File: src/rtl/ex_mem_pkg.sv
// Shared definitions for the EX->MEM elastic stage: default widths, the stage entry record
// and the data-cache control encodings carried opaquely through the stage.
package ex_mem_pkg;

    localparam int unsigned DATA_W_DEFAULT     = 32;
    localparam int unsigned REG_ADDR_W_DEFAULT = 5;
    localparam int unsigned DC_CTRL_W_DEFAULT  = 4;

    typedef enum logic [DC_CTRL_W_DEFAULT-1:0] {
        DcNone = 4'h0,
        DcLb   = 4'h1,
        DcLh   = 4'h2,
        DcLw   = 4'h3,
        DcLbu  = 4'h4,
        DcLhu  = 4'h5,
        DcSb   = 4'h9,
        DcSh   = 4'ha,
        DcSw   = 4'hb
    } dc_ctrl_e;

    typedef struct packed {
        logic [DATA_W_DEFAULT-1:0]     data;
        logic [DATA_W_DEFAULT-1:0]     rs2;
        logic                          we;
        logic                          csl;
        logic [DC_CTRL_W_DEFAULT-1:0]  dc_ctrl;
        logic [REG_ADDR_W_DEFAULT-1:0] wb_addr;
    } stage_entry_t;

endpackage

File: src/rtl/fwd_match.sv
// Looks up one decode source register across the head and skid entries; the younger skid
// entry wins, and a matching load reports a hazard instead of a forward.
module fwd_match
    import ex_mem_pkg::*;
#(
    parameter int unsigned DATA_W     = DATA_W_DEFAULT,
    parameter int unsigned REG_ADDR_W = REG_ADDR_W_DEFAULT
) (
    input  logic [REG_ADDR_W-1:0] src,
    input  logic                  head_valid,
    input  logic                  head_we,
    input  logic                  head_csl,
    input  logic [REG_ADDR_W-1:0] head_addr,
    input  logic [DATA_W-1:0]     head_data,
    input  logic                  skid_valid,
    input  logic                  skid_we,
    input  logic                  skid_csl,
    input  logic [REG_ADDR_W-1:0] skid_addr,
    input  logic [DATA_W-1:0]     skid_data,
    output logic                  hit,
    output logic [DATA_W-1:0]     data,
    output logic                  load
);

    logic head_cand;
    logic skid_cand;

    assign head_cand = head_valid & head_we & (head_addr == src) & (src != '0);
    assign skid_cand = skid_valid & skid_we & (skid_addr == src) & (src != '0);

    always_comb begin
        hit  = 1'b0;
        data = '0;
        load = 1'b0;
        if (skid_cand) begin
            hit  = ~skid_csl;
            data = skid_csl ? '0 : skid_data;
            load = skid_csl;
        end else if (head_cand) begin
            hit  = ~head_csl;
            data = head_csl ? '0 : head_data;
            load = head_csl;
        end
    end

endmodule

File: src/rtl/ex_mem_stage_buf.sv
// Elastic EX->MEM stage: valid/ready on both sides, optional 2-entry skid buffer, synchronous
// flush, and forwarding / load-use detection from the in-flight entries.
module ex_mem_stage_buf
    import ex_mem_pkg::*;
#(
    parameter int unsigned DATA_W     = DATA_W_DEFAULT,
    parameter int unsigned REG_ADDR_W = REG_ADDR_W_DEFAULT,
    parameter int unsigned DC_CTRL_W  = DC_CTRL_W_DEFAULT,
    parameter bit          SKID_EN    = 1'b1
) (
    input  logic                  clk,
    input  logic                  rst,
    input  logic                  in_valid,
    output logic                  in_ready,
    input  logic [DATA_W-1:0]     data_in,
    input  logic [DATA_W-1:0]     rs2_in,
    input  logic                  we_in,
    input  logic                  csl_in,
    input  logic [DC_CTRL_W-1:0]  dc_ctrl_in,
    input  logic [REG_ADDR_W-1:0] wb_addr_in,
    input  logic                  flush,
    output logic                  out_valid,
    input  logic                  out_ready,
    output logic [DATA_W-1:0]     data_out,
    output logic [DATA_W-1:0]     rs2_out,
    output logic [DC_CTRL_W-1:0]  dc_ctrl_out,
    output logic [REG_ADDR_W-1:0] wb_addr_out,
    output logic                  we_out,
    output logic                  csl_out,
    input  logic [REG_ADDR_W-1:0] dec_rs1,
    input  logic [REG_ADDR_W-1:0] dec_rs2,
    output logic                  fwd1_hit,
    output logic                  fwd2_hit,
    output logic [DATA_W-1:0]     fwd1_data,
    output logic [DATA_W-1:0]     fwd2_data,
    output logic                  load_use
);

    typedef struct packed {
        logic [DATA_W-1:0]     data;
        logic [DATA_W-1:0]     rs2;
        logic                  we;
        logic                  csl;
        logic [DC_CTRL_W-1:0]  dc_ctrl;
        logic [REG_ADDR_W-1:0] wb_addr;
    } entry_t;

    entry_t head_q, head_d, skid_q, skid_d, in_entry;
    logic   head_valid_q, head_valid_d;
    logic   skid_valid_q, skid_valid_d;
    logic   rdy_q;
    logic   accept, retire;
    logic   load1, load2;

    // x0 writes are squashed on entry so they never forward or retire as a write.
    always_comb begin
        in_entry.data    = data_in;
        in_entry.rs2     = rs2_in;
        in_entry.we      = we_in & (wb_addr_in != '0);
        in_entry.csl     = csl_in;
        in_entry.dc_ctrl = dc_ctrl_in;
        in_entry.wb_addr = wb_addr_in;
    end

    assign in_ready  = SKID_EN ? rdy_q : (rdy_q & (~head_valid_q | out_ready));
    assign out_valid = head_valid_q;
    assign accept    = in_valid & in_ready;
    assign retire    = head_valid_q & out_ready;

    always_comb begin
        head_d       = head_q;
        skid_d       = skid_q;
        head_valid_d = head_valid_q;
        skid_valid_d = skid_valid_q;
        if (SKID_EN) begin
            if (retire) begin
                // With the skid full in_ready is low, so no accept competes here.
                if (skid_valid_q) begin
                    head_d       = skid_q;
                    skid_valid_d = 1'b0;
                end else if (accept) begin
                    head_d = in_entry;
                end else begin
                    head_valid_d = 1'b0;
                end
            end else if (accept) begin
                if (!head_valid_q) begin
                    head_d       = in_entry;
                    head_valid_d = 1'b1;
                end else begin
                    skid_d       = in_entry;
                    skid_valid_d = 1'b1;
                end
            end
        end else begin
            if (accept) begin
                head_d       = in_entry;
                head_valid_d = 1'b1;
            end else if (retire) begin
                head_valid_d = 1'b0;
            end
        end
        if (flush) begin
            head_valid_d = 1'b0;
            skid_valid_d = 1'b0;
        end
    end

    always_ff @(posedge clk) begin
        if (rst) begin
            head_q       <= '0;
            skid_q       <= '0;
            head_valid_q <= 1'b0;
            skid_valid_q <= 1'b0;
            rdy_q        <= 1'b0;
        end else begin
            head_q       <= head_d;
            skid_q       <= skid_d;
            head_valid_q <= head_valid_d;
            skid_valid_q <= skid_valid_d;
            rdy_q        <= ~skid_valid_d;
        end
    end

    assign data_out    = head_q.data;
    assign rs2_out     = head_q.rs2;
    assign dc_ctrl_out = head_q.dc_ctrl;
    assign wb_addr_out = head_q.wb_addr;
    assign we_out      = head_valid_q & head_q.we;
    assign csl_out     = head_valid_q & head_q.csl;

    fwd_match #(
        .DATA_W     (DATA_W),
        .REG_ADDR_W (REG_ADDR_W)
    ) u_fwd1 (
        .src        (dec_rs1),
        .head_valid (head_valid_q),
        .head_we    (head_q.we),
        .head_csl   (head_q.csl),
        .head_addr  (head_q.wb_addr),
        .head_data  (head_q.data),
        .skid_valid (skid_valid_q),
        .skid_we    (skid_q.we),
        .skid_csl   (skid_q.csl),
        .skid_addr  (skid_q.wb_addr),
        .skid_data  (skid_q.data),
        .hit        (fwd1_hit),
        .data       (fwd1_data),
        .load       (load1)
    );

    fwd_match #(
        .DATA_W     (DATA_W),
        .REG_ADDR_W (REG_ADDR_W)
    ) u_fwd2 (
        .src        (dec_rs2),
        .head_valid (head_valid_q),
        .head_we    (head_q.we),
        .head_csl   (head_q.csl),
        .head_addr  (head_q.wb_addr),
        .head_data  (head_q.data),
        .skid_valid (skid_valid_q),
        .skid_we    (skid_q.we),
        .skid_csl   (skid_q.csl),
        .skid_addr  (skid_q.wb_addr),
        .skid_data  (skid_q.data),
        .hit        (fwd2_hit),
        .data       (fwd2_data),
        .load       (load2)
    );

    assign load_use = load1 | load2;

endmodule

File: config.mk
export PLATFORM = sky130hd
export DESIGN_NAME = ex_mem_stage_buf
export DESIGN_NICKNAME = d
export VERILOG_FILES = /design/src/rtl/ex_mem_pkg.sv /design/src/rtl/fwd_match.sv /design/src/rtl/ex_mem_stage_buf.sv
export SDC_FILE = /design/constraint.sdc
export NUM_CORES = 1
export LEC_CHECK = 0
export ABC_AREA = 1
export ABC_CLOCK_PERIOD_IN_PS = 1600
export CAP_MARGIN = 10
export CORE_ASPECT_RATIO = 1.2
export CORE_MARGIN = 5
export CORE_UTILIZATION = 40
export DETAILED_ROUTE_END_ITERATION = 10
export GPL_TIMING_DRIVEN = 1
export PLACE_DENSITY_LB_ADDON = 0.08
export SLEW_MARGIN = 0
export SYNTH_ARGS = -nofsm -noshare
export SYNTH_HDL_FRONTEND = slang
export SYNTH_SLANG_ARGS = --single-unit
export TNS_END_PERCENT = 20
File: constraint.sdc
create_clock -name clk -period 1.6 [get_ports clk]
set_input_delay 0.16 -clock clk [delete_from_list [all_inputs] [get_ports clk]]
set_output_delay 0.16 -clock clk [all_outputs]
set_load 0.005 [all_outputs]
### After elaboration in Yosys (flattened, before gate mapping)

Cells that the tools add are included.

| operators by class | value |
|---|---|
| bitwise logic cells | 19 |
| reduce and logical (&&, ||, !) cells | 9 |
| equal/unequal tests | 7 |
| multiplexer cells | 27 |

Operators with widths:

| kind | count |
|---|---|
| 2-to-1 mux 75 bit | 5 |
| 2-to-1 mux 32 bit | 6 |
| equality test 5 bit | 4 |
| 2-to-1 mux 1 bit | 16 |
| nonzero test 5 bit | 3 |
| AND 1 bit | 14 |
| AND reduction 3 bit | 3 |
| inequality test 2 bit, second input constant | 2 |
| NOT 1 bit | 4 |
| nonzero test 2 bit | 2 |
| inequality test 2 x 1 -> 1 bit, second input constant | 1 |
| OR reduction 2 bit | 1 |
| bitwise OR 1 bit | 1 |

| word-level totals | value |
|---|---|
| flip-flop bits (word level) | 153 |
| bits of input ports | 90 |
| logic and storage cells | 77 |

### Longest topological paths before layout

Gate-level depths: netlist of the first run.

| logic depth | value |
|---|---|
| word-level depth | 6 |
| depth in mapped cells | 10 |

### Hierarchy

Synthesis of the first run repeated with hierarchy kept, for this count alone.

| unflattened totals | value |
|---|---|
| cells, all modules | 1651 |
| area, all modules | 9690.5 sq um |

Modules (own cells, without submodules):

| module | times used | area each (sq um) | cells an instance |
|---|---|---|---|
| ex_mem_stage_buf | 1 | 7385.8 | 1143 |
| fwd_match | 2 | 1152.4 | 254 |

### Worst setup path before layout of the first run

Ideal clock, no wire load.

| timing | value |
|---|---|
| kind | register -> output |
| start point | register head_valid_q, in the netlist out_valid |
| end point | output fwd2_data[27] |
| data required time | 1.440 ns |
| arrival | 1.292 ns |
| stages on the path, launching flop included | 8 |
| slack | 0.148 ns |
| cell sequence | dfxtp_1 -> nand2_1 -> a21oi_1 -> nand3_1 -> nor2_2 -> buf_4 -> nand3_1 -> o21ai_0 |

| between the ends | value |
|---|---|
| longest elaborated chain between the ends | 5 |

Ends and longest elaborated chain:

| what | RTL line | text |
|---|---|---|
| start, declared | ex_mem_stage_buf.sv:49 | `logic head_valid_q, head_valid_d;` |
| start signal, assigned | ex_mem_stage_buf.sv:119 | `head_valid_q <= head_valid_d;` |
| AND 1 bit (3 in series) | fwd_match.sv:28 | `assign head_cand = head_valid & head_we & (head_addr == src) & (src != '0);` |
| 2-to-1 mux 32 bit | fwd_match.sv:39 | `end else if (head_cand) begin` |
| 2-to-1 mux 32 bit | fwd_match.sv:35 | `if (skid_cand) begin` |
| end, declared | ex_mem_stage_buf.sv:35 | `output logic [DATA_W-1:0] fwd2_data,` |

No other way between the ends.

### Worst setup path after layout of the first run

| timing | value |
|---|---|
| start point | register head_q, in the netlist wb_addr_out[0] |
| end point | output load_use |

| between the ends | value |
|---|---|
| longest elaborated chain between the ends | 6 |

Ends and longest elaborated chain:

| what | RTL line | text |
|---|---|---|
| start, declared | ex_mem_stage_buf.sv:48 | `entry_t head_q, head_d, skid_q, skid_d, in_entry;` |
| start signal, assigned | ex_mem_stage_buf.sv:111 | `head_q <= '0;` |
| start signal, assigned | ex_mem_stage_buf.sv:117 | `head_q <= head_d;` |
| equality test 5 bit | fwd_match.sv:28 |  |
| AND 1 bit (2 in series) | fwd_match.sv:28 |  |
| 2-to-1 mux 1 bit | fwd_match.sv:39 |  |
| 2-to-1 mux 1 bit | fwd_match.sv:35 |  |
| bitwise OR 1 bit * | ex_mem_stage_buf.sv:172 | `assign load_use = load1 \| load2;` |
| end, declared | ex_mem_stage_buf.sv:36 | `output logic load_use` |

Every way passes the cells marked *; elsewhere a longest branch is shown, timed or not.

==> reports/metrics.cfg, run 1 <==
[synth]
synth-async-reset-ratio=0
ys_ff_latch=153
yosysMostFrequentCell=nand2_1
synth_top_area_share=0.408
yosys-top-cells-count=326 x nand2_1, 153 x dfxtp_1, 152 x o21ai_0
yosysSeqAreaShare=0.408
synth-main-ff-cell=dfxtp_1
syn-num-nets=1226
synthCells=1136
synth.avg_cell_area_um2=6.62
yosys-top-cells-area=dfxtp_1 41%, nand2_1 16%, o21ai_0 10%
synthDistinctLibCells=26
synth_area_um2=7520
yosysWarnings=0
synth_largest_area_cell=dfxtp_1
synth-edff-count=0

[routing]
final_antenna_net_count=0
post_drt_wl_per_cell_um=16.7
wirelength_mm=27.8
avgViaCountPerCell=5.26
drtPass1Iterations=5
drc=0
num_vias=8743
drt_iter0_drc=524

[clocking]
numCtsBuffers=17
cts_hold_buf=0
cts_tree=yes
cts_root_buf=clkbuf_16
htreeDepth=4
path_clk_slew_ns=0.08
clockBufferDepth=2
cts.sinks=153
clkLatencyLatePin_ns=0.42

[pwr]
seqPwrFrac=0.430
peakVddDrop_v=0.000697
power.share.switching=0.264
comb_power_share=0.121
net-switching-power_mw=2.51
p_int_mw=7.01
total_power_mw=9.52
clock_power_share=0.449
leakage_nw=5.27
powerDensity_nw_per_um2=817

[finish]
diodes=0
synthToLayoutAreaGrowth_pct=55.1
final_area_um2=11700
layout.nets=1482
drive_gt1_frac=0.197

[sta]
rsz0062_at_grt=true
skew_ns=0.0118
hold_ws_ns=0.326
worst_pin_slew_ns=0.309
slew_headroom=0.794
max_freq_ghz=0.454
setup_slack_ns=-0.604
finalHoldViolCount=0
period_share=1.38
setup_viol=68
min_period_ns=2.20
fin_tns_setup_ns=-32.73
maxSlewViolCount=0

[global_routing]
grt.overflow.total=0
grt_pass1_wl_mm=43.6
grt_max_degree=64
grt_pass1_vias=8281
antenna_found_initial=3
grt_use_total=0.248

[setup_path]
cp.arrival_ns=2.04
worstPathMaxFanout=5
path_class=reg -> out
required_ns=1.44
end_kind=output pin
critPathLaunchType=register

[run_status]
outcome=finished, violations left
failed_checks=negative setup slack

[run]
maxCapViolCount=0

[place]
placed_area_um2=10500
place_congestion=0.894
dp_hpwl_mm=17.7
io_buffers=233

[floorplan]
dieArea_um2=21600
die_h_um=160
core_um2=18600
std_cell_rows=55
initial_utilization=0.403
fp.dieW_um=135
ioPinCount=234

[min_path]
hp-class=in -> reg

layout make-up:
type	instances	area [um^2]
well taps	256	320
inverters	69	273
clock buffers	17	425
clock inverters	15	200
fillers	1767	7000
multi-input cells	823	3960
repair buffers	328	3380
flip-flops and latches	153	3090
critical path, stage by stage (launching register included):
cell	delay, ns
dfxtp_2	0.34
buf_6	0.11
nand2_2	0.06
nand2_2	0.05
nor2_1	0.09
nand2_1	0.09
nor2_4	0.15
buf_4	0.14
buf_12	0.12
buf_16	0.12
nand2_4	0.05
nand2_1	0.08
nand2_1	0.05
nand2_1	0.06
buf_2	0.11
flip-flops by register name, summed over array words and instances, names as in the netlist:
name,cells
data_out,32
dc_ctrl_out,4
head_q,2
in_ready,1
out_valid,1
rs2_out,32
skid_q,75
skid_valid_q,1
wb_addr_out,5
per-layer routing:
metal / part of all wire / track usage / vias to the layer above
li1: - / - / 4318
met1: 0.41 / 0.291 / 4074
met2: 0.49 / 0.432 / 286
met3: 0.066 / 0.0652 / 59
met4: 0.030 / 0.0871 / 6
met5: 0.0015 / 0 / -
per-stage QoR:
step / util / instances / worst slack [ns]
finish: 0.625 / 1661 / -0.604
global route: 0.625 / 1661 / -0.698
CTS: 0.622 / 1661 / -0.654
detailed placement: 0.563 / 1597 / -0.789
global placement: 0.563 / 1597 / -0.815
floorplan: - / 1136 / 0.148
placed cells by master, fill, tap and decap left out, types with 6 or more instances in the layout:
master	count
dfxtp_1	138
inv_2	10
dfxtp_2	11
inv_1	55
o21ai_1	73
a21oi_1	41
buf_4	31
nand2_2	26
a31oi_1	75
clkdlybuf4s50_1	157
nand2_4	6
buf_2	61
buf_12	30
buf_6	24
inv_8	6
nor2_1	123
buf_16	6
clkbuf_16	19
nand3_1	16
nand4_1	55
nand2_1	296
o21ai_0	85
final timing paths:
path | end | slack (ns) | cells after the start | from
max | load_use | -0.60 | 14 | wb_addr_out[0]
min | rs2_out[18] | 0.33 | 3 | rs2_in[18]
max reg2reg | data_out[21] | -0.02 | 9 | out_valid
min reg2reg | rs2_out[30] | 0.47 | 2 | skid_q[41]
power by group through the flow:
stage	sequential, mW	combinational (mW)	clock, mW
final	4.09	1.16	4.27
after global routing	4.11	1.26	4.55
after CTS	4.09	1.13	4.37
after detailed placement	4.17	1.11	0
after global placement	4.17	1.10	0
after floorplan	4.15	0.393	0
cell families after synthesis:
| group | Yosys count | share of synthesized area |
|---|---|---|
| compound gates | 286 | 0.204 |
| xor+xnor | 3 | 0.00350 |
| buf+inv | 160 | 0.0914 |
| flops | 153 | 0.408 |
| simple gates | 534 | 0.294 |
repair_timing:
action                                  in CTS  in global routing
pin swaps                                   40                 58
endpoints found under the setup margin      98                167
resized for setup                          334                142
buffers inserted                            25                  3
gates cloned                                 9                  3
No activity file was read; power rests on OpenSTA's default activity.
==> inputs of run 2 (changes only) <==
--- a/config.mk
+++ b/config.mk
@@ -6,7 +6,7 @@
 export NUM_CORES = 1
 export LEC_CHECK = 0
 export ABC_AREA = 1
-export ABC_CLOCK_PERIOD_IN_PS = 1600
+export ABC_CLOCK_PERIOD_IN_PS = 1800
 export CAP_MARGIN = 10
 export CORE_ASPECT_RATIO = 1.2
 export CORE_MARGIN = 5
==> constraint.sdc (replaced) <==
create_clock -name clk -period 1.8 [get_ports clk]
set_input_delay 0.18 -clock clk [delete_from_list [all_inputs] [get_ports clk]]
set_output_delay 0.18 -clock clk [all_outputs]
set_load 0.005 [all_outputs]
==> reports/metrics.cfg, run 2 (synthesized netlist as in run 1, its figures left out) <==
[sta]
finalHoldViolCount=0  ; unchanged
setup_viol=67  ; -1.5%
setup_slack_ns=-0.367  ; +0.237 ns
fin_tns_setup_ns=-20.31  ; +12.42 ns
skew_ns=0.00945  ; -0.00237 ns
slew_headroom=0.782  ; -0.0120
maxSlewViolCount=0  ; unchanged
min_period_ns=2.17
hold_ws_ns=0.340  ; +0.0136 ns
rsz0062_at_grt=true
max_freq_ghz=0.461
worst_pin_slew_ns=0.327  ; +0.0180 ns
period_share=1.20

[place]
place_congestion=0.900  ; +0.64%
dp_hpwl_mm=17.7  ; +0.14%
io_buffers=233  ; unchanged
place_inst=1592  ; -0.31%

[global_routing]
grt_use_total=0.247  ; -0.000946
antenna_found_initial=1  ; -2
grt_max_degree=65  ; +1.6%
grt_pass1_wl_mm=43.5  ; -0.17%
grt_pass1_vias=8113  ; -2.0%
grt.overflow.total=0  ; unchanged

[finish]
layout_common_cells=315 x nand2_1, 160 x clkdlybuf4s50_1, 141 x dfxtp_1
final_common_cell=nand2_1
stdcell_count=1662  ; +0.060%
layout.nets=1483  ; +0.067%
top_register=skid_q
largest_reg_flops=75  ; unchanged
synthToLayoutAreaGrowth_pct=52.9
diodes=0  ; unchanged
drive_gt1_frac=0.181  ; -0.0158
final_util=0.616  ; -0.00879

[run_status]
failed_checks=negative setup slack
outcome=finished, violations left

[setup_path]
path_cells=buf_6, nand2_1, nand2_1, nor2_1, nand2_1, nor2_4, buf_8, buf_6, buf_6, nand3_1, o21ai_1, buf_2
required_ns=1.62  ; +0.18 ns
end_kind=output pin
critPathBufInv=5  ; unchanged
timing.rr.start=out_valid
cp_slowest_stage_delay_ns=0.34  ; about the same
critPathLaunchType=register
cp.depth=12  ; -2
worstPathMaxFanout=4  ; -1
path_class=reg -> out
regToRegEndpoint=data_out[20]
crit_family=buffers and inverters
rrSetupSlack_ns=0.23  ; +0.25 ns
r2r_cells=8  ; -1
crit_slowest_cell=dfxtp_2
cp.arrival_ns=1.99  ; -0.05 ns

[clocking]
cts_root_buf=clkbuf_16
numCtsBuffers=17  ; unchanged
htreeDepth=4  ; unchanged
cts_tree=yes
clkLatencyLatePin_ns=0.43  ; about the same
path_clk_slew_ns=0.08  ; about the same
cts.sinks=153  ; unchanged
cts_hold_buf=0  ; unchanged
clockBufferDepth=2  ; unchanged

[routing]
drc=0  ; unchanged
final_antenna_net_count=0  ; unchanged
drtPass1Iterations=5  ; unchanged
post_drt_wl_per_cell_um=16.8  ; +0.64%
avgViaCountPerCell=5.19  ; -1.4%
num_vias=8627  ; -1.3%
drt_iter0_drc=613  ; +17%
wirelength_mm=28.0  ; +0.70%

[min_path]
hp-class=in -> reg
hold_depth=2  ; -1
hp-start=flush
whs_endpoint=out_valid

[floorplan]
dieArea_um2=21600  ; unchanged
fp.dieW_um=135  ; unchanged
core_um2=18600  ; unchanged
ioPinCount=234  ; unchanged
std_cell_rows=55  ; unchanged
die_h_um=160  ; unchanged
initial_utilization=0.403  ; unchanged

[pwr]
peakVddDrop_v=0.000599  ; -14%
powerDensity_nw_per_um2=730  ; -11%
total_power_mw=8.39  ; -12%
leakage_nw=5.14  ; -2.3%

[run]
maxCapViolCount=0  ; unchanged

==> run 2: changes by cell type in the layout (fill, tap and decap cells not counted), sizes merged <==
| cell | change |
|---|---|
| clkbuf | -1 |
| buf | -6 |
| clkdlybuf4s15 | +7 |
| clkinvlp | +2 |
| dlygate4sd2 | -4 |
| dlymetal6s2s | +2 |
| clkdlybuf4s50 | +3 |
| clkinv | +1 |
| inv | -2 |
| bufinv | -1 |
==> run 2: area by class of cell <==
type	instances	area [um^2]
well taps	256	320
repair buffers	329	3300
fillers	1752	7160
flip-flops and latches	153	3090
clock inverters	15	203
clock buffers	17	425
inverters	69	269
multi-input cells	823	3880
==> run 2: timing repair <==
item | CTS | global route
gates cloned | 8 | 4
gates resized for setup | 327 | 49
endpoints found under the setup margin | 67 | 67
pin swaps | 49 | 69
setup buffers | 27 | 3
==> run 2: how the worst max path moves through the flow <==
stage / startpoint / endpoint / slack [ns]
CTS: wb_addr_out[3] / fwd1_data[31] / -0.45
finish: wb_addr_out[3] / fwd2_data[30] / -0.37
detailed placement: dec_rs2[3] / fwd2_data[15] / -0.64
global placement: dec_rs1[4] / fwd1_data[4] / -0.64
floorplan: out_valid / fwd2_data[27] / 0.33
global route: wb_addr_out[0] / fwd2_data[19] / -0.53
==> run 2: where the power goes <==
part | total (mW) | switching, mW | internal, mW
logic | 0.995 | 0.441 | 0.555
registers | 3.63 | 0.111 | 3.52
clock network | 3.77 | 1.74 | 2.02
total | 8.39 | 2.30 | 6.09
==> run 2: metrics by stage <==
| step | instance area [um^2] | worst slack [ns] |
|---|---|---|
| finish | 11500 | -0.367 |
| global route | 11500 | -0.533 |
| CTS | 11400 | -0.453 |
| detailed placement | 10400 | -0.643 |
| global placement | 10400 | -0.644 |
| floorplan | 7520 | 0.328 |
==> run 2: per-layer routing <==
metal | wire length [um] | part of all wire | track usage | vias up
li1 | - | - | - | 4303
met1 | 11400 | 0.41 | 0.306 | 3954
met2 | 13800 | 0.49 | 0.425 | 317
met3 | 1940 | 0.069 | 0.0529 | 51
met4 | 775 | 0.028 | 0.0770 | 2
met5 | 19 | 0.00068 | 0 | -
==> inputs of run 3 (changes only) <==
--- a/config.mk
+++ b/config.mk
@@ -14,7 +14,7 @@
 export DETAILED_ROUTE_END_ITERATION = 10
 export GPL_TIMING_DRIVEN = 1
 export PLACE_DENSITY_LB_ADDON = 0.08
-export SLEW_MARGIN = 0
+export SLEW_MARGIN = 10
 export SYNTH_ARGS = -nofsm -noshare
 export SYNTH_HDL_FRONTEND = slang
 export SYNTH_SLANG_ARGS = --single-unit
==> constraint.sdc (replaced) <==
create_clock -name clk -period 1.8 [get_ports clk]
set_input_delay 0.27 -clock clk [delete_from_list [all_inputs] [get_ports clk]]
set_output_delay 0.27 -clock clk [all_outputs]
set_load 0.005 [all_outputs]
==> reports/metrics.cfg, run 3 (synthesized netlist as in run 1, its figures left out) <==
[run_status]
outcome=finished, violations left
failed_checks=negative setup slack

[sta]
hold_ws_ns=0.426  ; +0.0862 ns
max_freq_ghz=0.442  ; -4.3%
worst_pin_slew_ns=0.445  ; +0.118 ns
finalHoldViolCount=0  ; unchanged
setup_slack_ns=-0.465  ; -0.0976 ns
rsz0062_at_grt=true
min_period_ns=2.26  ; +0.0976 ns
period_share=1.26  ; +0.0542
setup_viol=67  ; unchanged
maxSlewViolCount=0  ; unchanged
skew_ns=0.0121  ; +0.00266 ns
slew_headroom=0.703  ; -0.0789

[routing]
drc=0  ; unchanged
post_drt_wl_per_cell_um=17.3  ; +2.6%
wirelength_mm=28.9  ; +3.1%
drtPass1Iterations=5  ; unchanged
drt_iter0_drc=702  ; +15%
num_vias=8814  ; +2.2%
final_antenna_net_count=0  ; unchanged
avgViaCountPerCell=5.28  ; +1.7%

[clocking]
clkLatencyLatePin_ns=0.43  ; about the same
numCtsBuffers=17  ; unchanged
cts_root_buf=clkbuf_16
cts_hold_buf=0  ; unchanged
clockBufferDepth=2  ; unchanged
htreeDepth=4  ; unchanged
cts_tree=yes
cts.sinks=153  ; unchanged
path_clk_slew_ns=0.07  ; about the same

[global_routing]
antenna_found_initial=1  ; unchanged
grt_use_total=0.264  ; +0.0172
grt_pass1_vias=8716  ; +7.4%
grt_pass1_wl_mm=46.4  ; +6.8%
grt_max_degree=86  ; +32%
grt.overflow.total=0  ; unchanged

[min_path]
hp-start=flush
hp-class=in -> reg

[finish]
final_common_cell=nand2_1
layout.nets=1491  ; +0.54%
final_area_um2=11700  ; +2.2%
nFillCells=1761  ; +0.51%
top_register=skid_q
largest_reg_flops=75  ; unchanged
layout_common_cells=313 x nand2_1, 154 x clkdlybuf4s50_1, 141 x o21ai_0
diodes=0  ; unchanged
synthToLayoutAreaGrowth_pct=56.2
stdcell_count=1670  ; +0.48%
drive_gt1_frac=0.194  ; +0.0131

[pwr]
p_int_mw=6.35  ; +4.2%
peakVddDrop_v=0.000605  ; +0.90%
clock_power_share=0.456  ; +0.007
powerDensity_nw_per_um2=724  ; -0.79%
power.share.switching=0.253  ; -0.0205
seqPwrFrac=0.427  ; -0.005
comb_power_share=0.116  ; -0.003
leakage_nw=5.27  ; +2.5%
net-switching-power_mw=2.15  ; -6.2%

[floorplan]
fp.dieW_um=135  ; unchanged
core_um2=18600  ; unchanged
ioPinCount=234  ; unchanged
die_h_um=160  ; unchanged
dieArea_um2=21600  ; unchanged
std_cell_rows=55  ; unchanged
initial_utilization=0.403  ; unchanged

[setup_path]
end_kind=output pin
path_class=reg -> out
required_ns=1.53  ; -0.09 ns
critPathLaunchType=register
worstPathMaxFanout=5  ; +1
worstSetupStartpoint=wb_addr_out[0]
cp.arrival_ns=1.99  ; about the same
timing.rr.start=out_valid

[place]
place_congestion=0.885  ; -1.6%
io_buffers=233  ; unchanged
dp_hpwl_mm=17.6  ; -0.66%
place_inst=1594  ; +0.13%
placed_area_um2=10400  ; +0.26%

[run]
maxCapViolCount=0  ; unchanged

## run 3: cell count changes in the layout (fill, tap and decap cells not counted), moves of 3 or more
cell and change:
buf_12 +3, buf_16 +9, buf_2 +3, clkbuf_16 -3, clkdlybuf4s15_2 -3, clkdlybuf4s50_1 -6
clkinv_8 -5, dlygate4sd2_1 +10, dlymetal6s2s_1 -4, inv_6 +4
## run 3: worst paths after layout
path | end | slack (ns) | cells after the start
worst max-delay path | fwd2_data[19] | -0.46 | 12
worst min-delay path | out_valid | 0.43 | 2
worst max register to register | data_out[16] | 0.13 | 9
worst min register to register | skid_q[65] | 0.47 | 2
## run 3: final cells by class
type	instances	area, um^2	share of cell area
inverters	69	277	0.0236
multi-input cells	823	3930	0.334
flip-flops and latches	153	3090	0.263
well taps	256	320	0.0273
repair buffers	337	3490	0.297
clock inverters	14	198	0.0168
clock buffers	18	439	0.0374
## run 3: worst max-delay path: stages, from the launching register on
cell     delay [ns]
dfxtp_4        0.37
inv_2          0.04
nand2_1        0.04
nand2_1        0.05
nor2_1         0.09
nand2_1        0.09
nor2_4         0.13
buf_6          0.13
buf_12         0.11
buf_16         0.13
nand3_4        0.07
o21ai_2        0.15
buf_2          0.15
## run 3: routing by layer
metal,global-route usage,vias to the layer above,wire (um),share of wire
li1,-,4331,-,-
met3,0.0640,67,2270,0.079
met1,0.316,4053,11500,0.40
met4,0.108,2,1030,0.036
met2,0.450,361,14000,0.49
met5,0,-,13,0.00045
## run 3: timing repair
| action | in CTS | in global routing |
|---|---|---|
| endpoints found under the setup margin | 69 | 70 |
| gates cloned | 15 | 0 |
| pin swaps | 48 | 32 |
| resized for setup | 370 | 36 |
| buffers inserted | 32 | 1 |
## run 3: per-stage QoR
step	util	TNS, ns	setup WS [ns]	power (mW)
after floorplan	-	0	0.238	4.04
after global placement	0.559	-64.56	-0.917	4.67
after detailed placement	0.559	-66.63	-0.912	4.68
after CTS	0.628	-27.97	-0.473	8.57
after global routing	0.630	-33.56	-0.579	8.85
final	0.630	-25.21	-0.465	8.51
## run 3: power groups by stage
| stage | Clock (mW) | Sequential, mW | Combinational (mW) |
|---|---|---|---|
| 4_1_cts | 3.95 | 3.63 | 0.987 |
| 3_5_place_dp | 0 | 3.70 | 0.973 |
| 2_1_floorplan | 0 | 3.69 | 0.350 |
| 6_report | 3.88 | 3.64 | 0.989 |
| 3_3_place_gp | 0 | 3.71 | 0.967 |
| 5_1_grt | 4.12 | 3.65 | 1.08 |
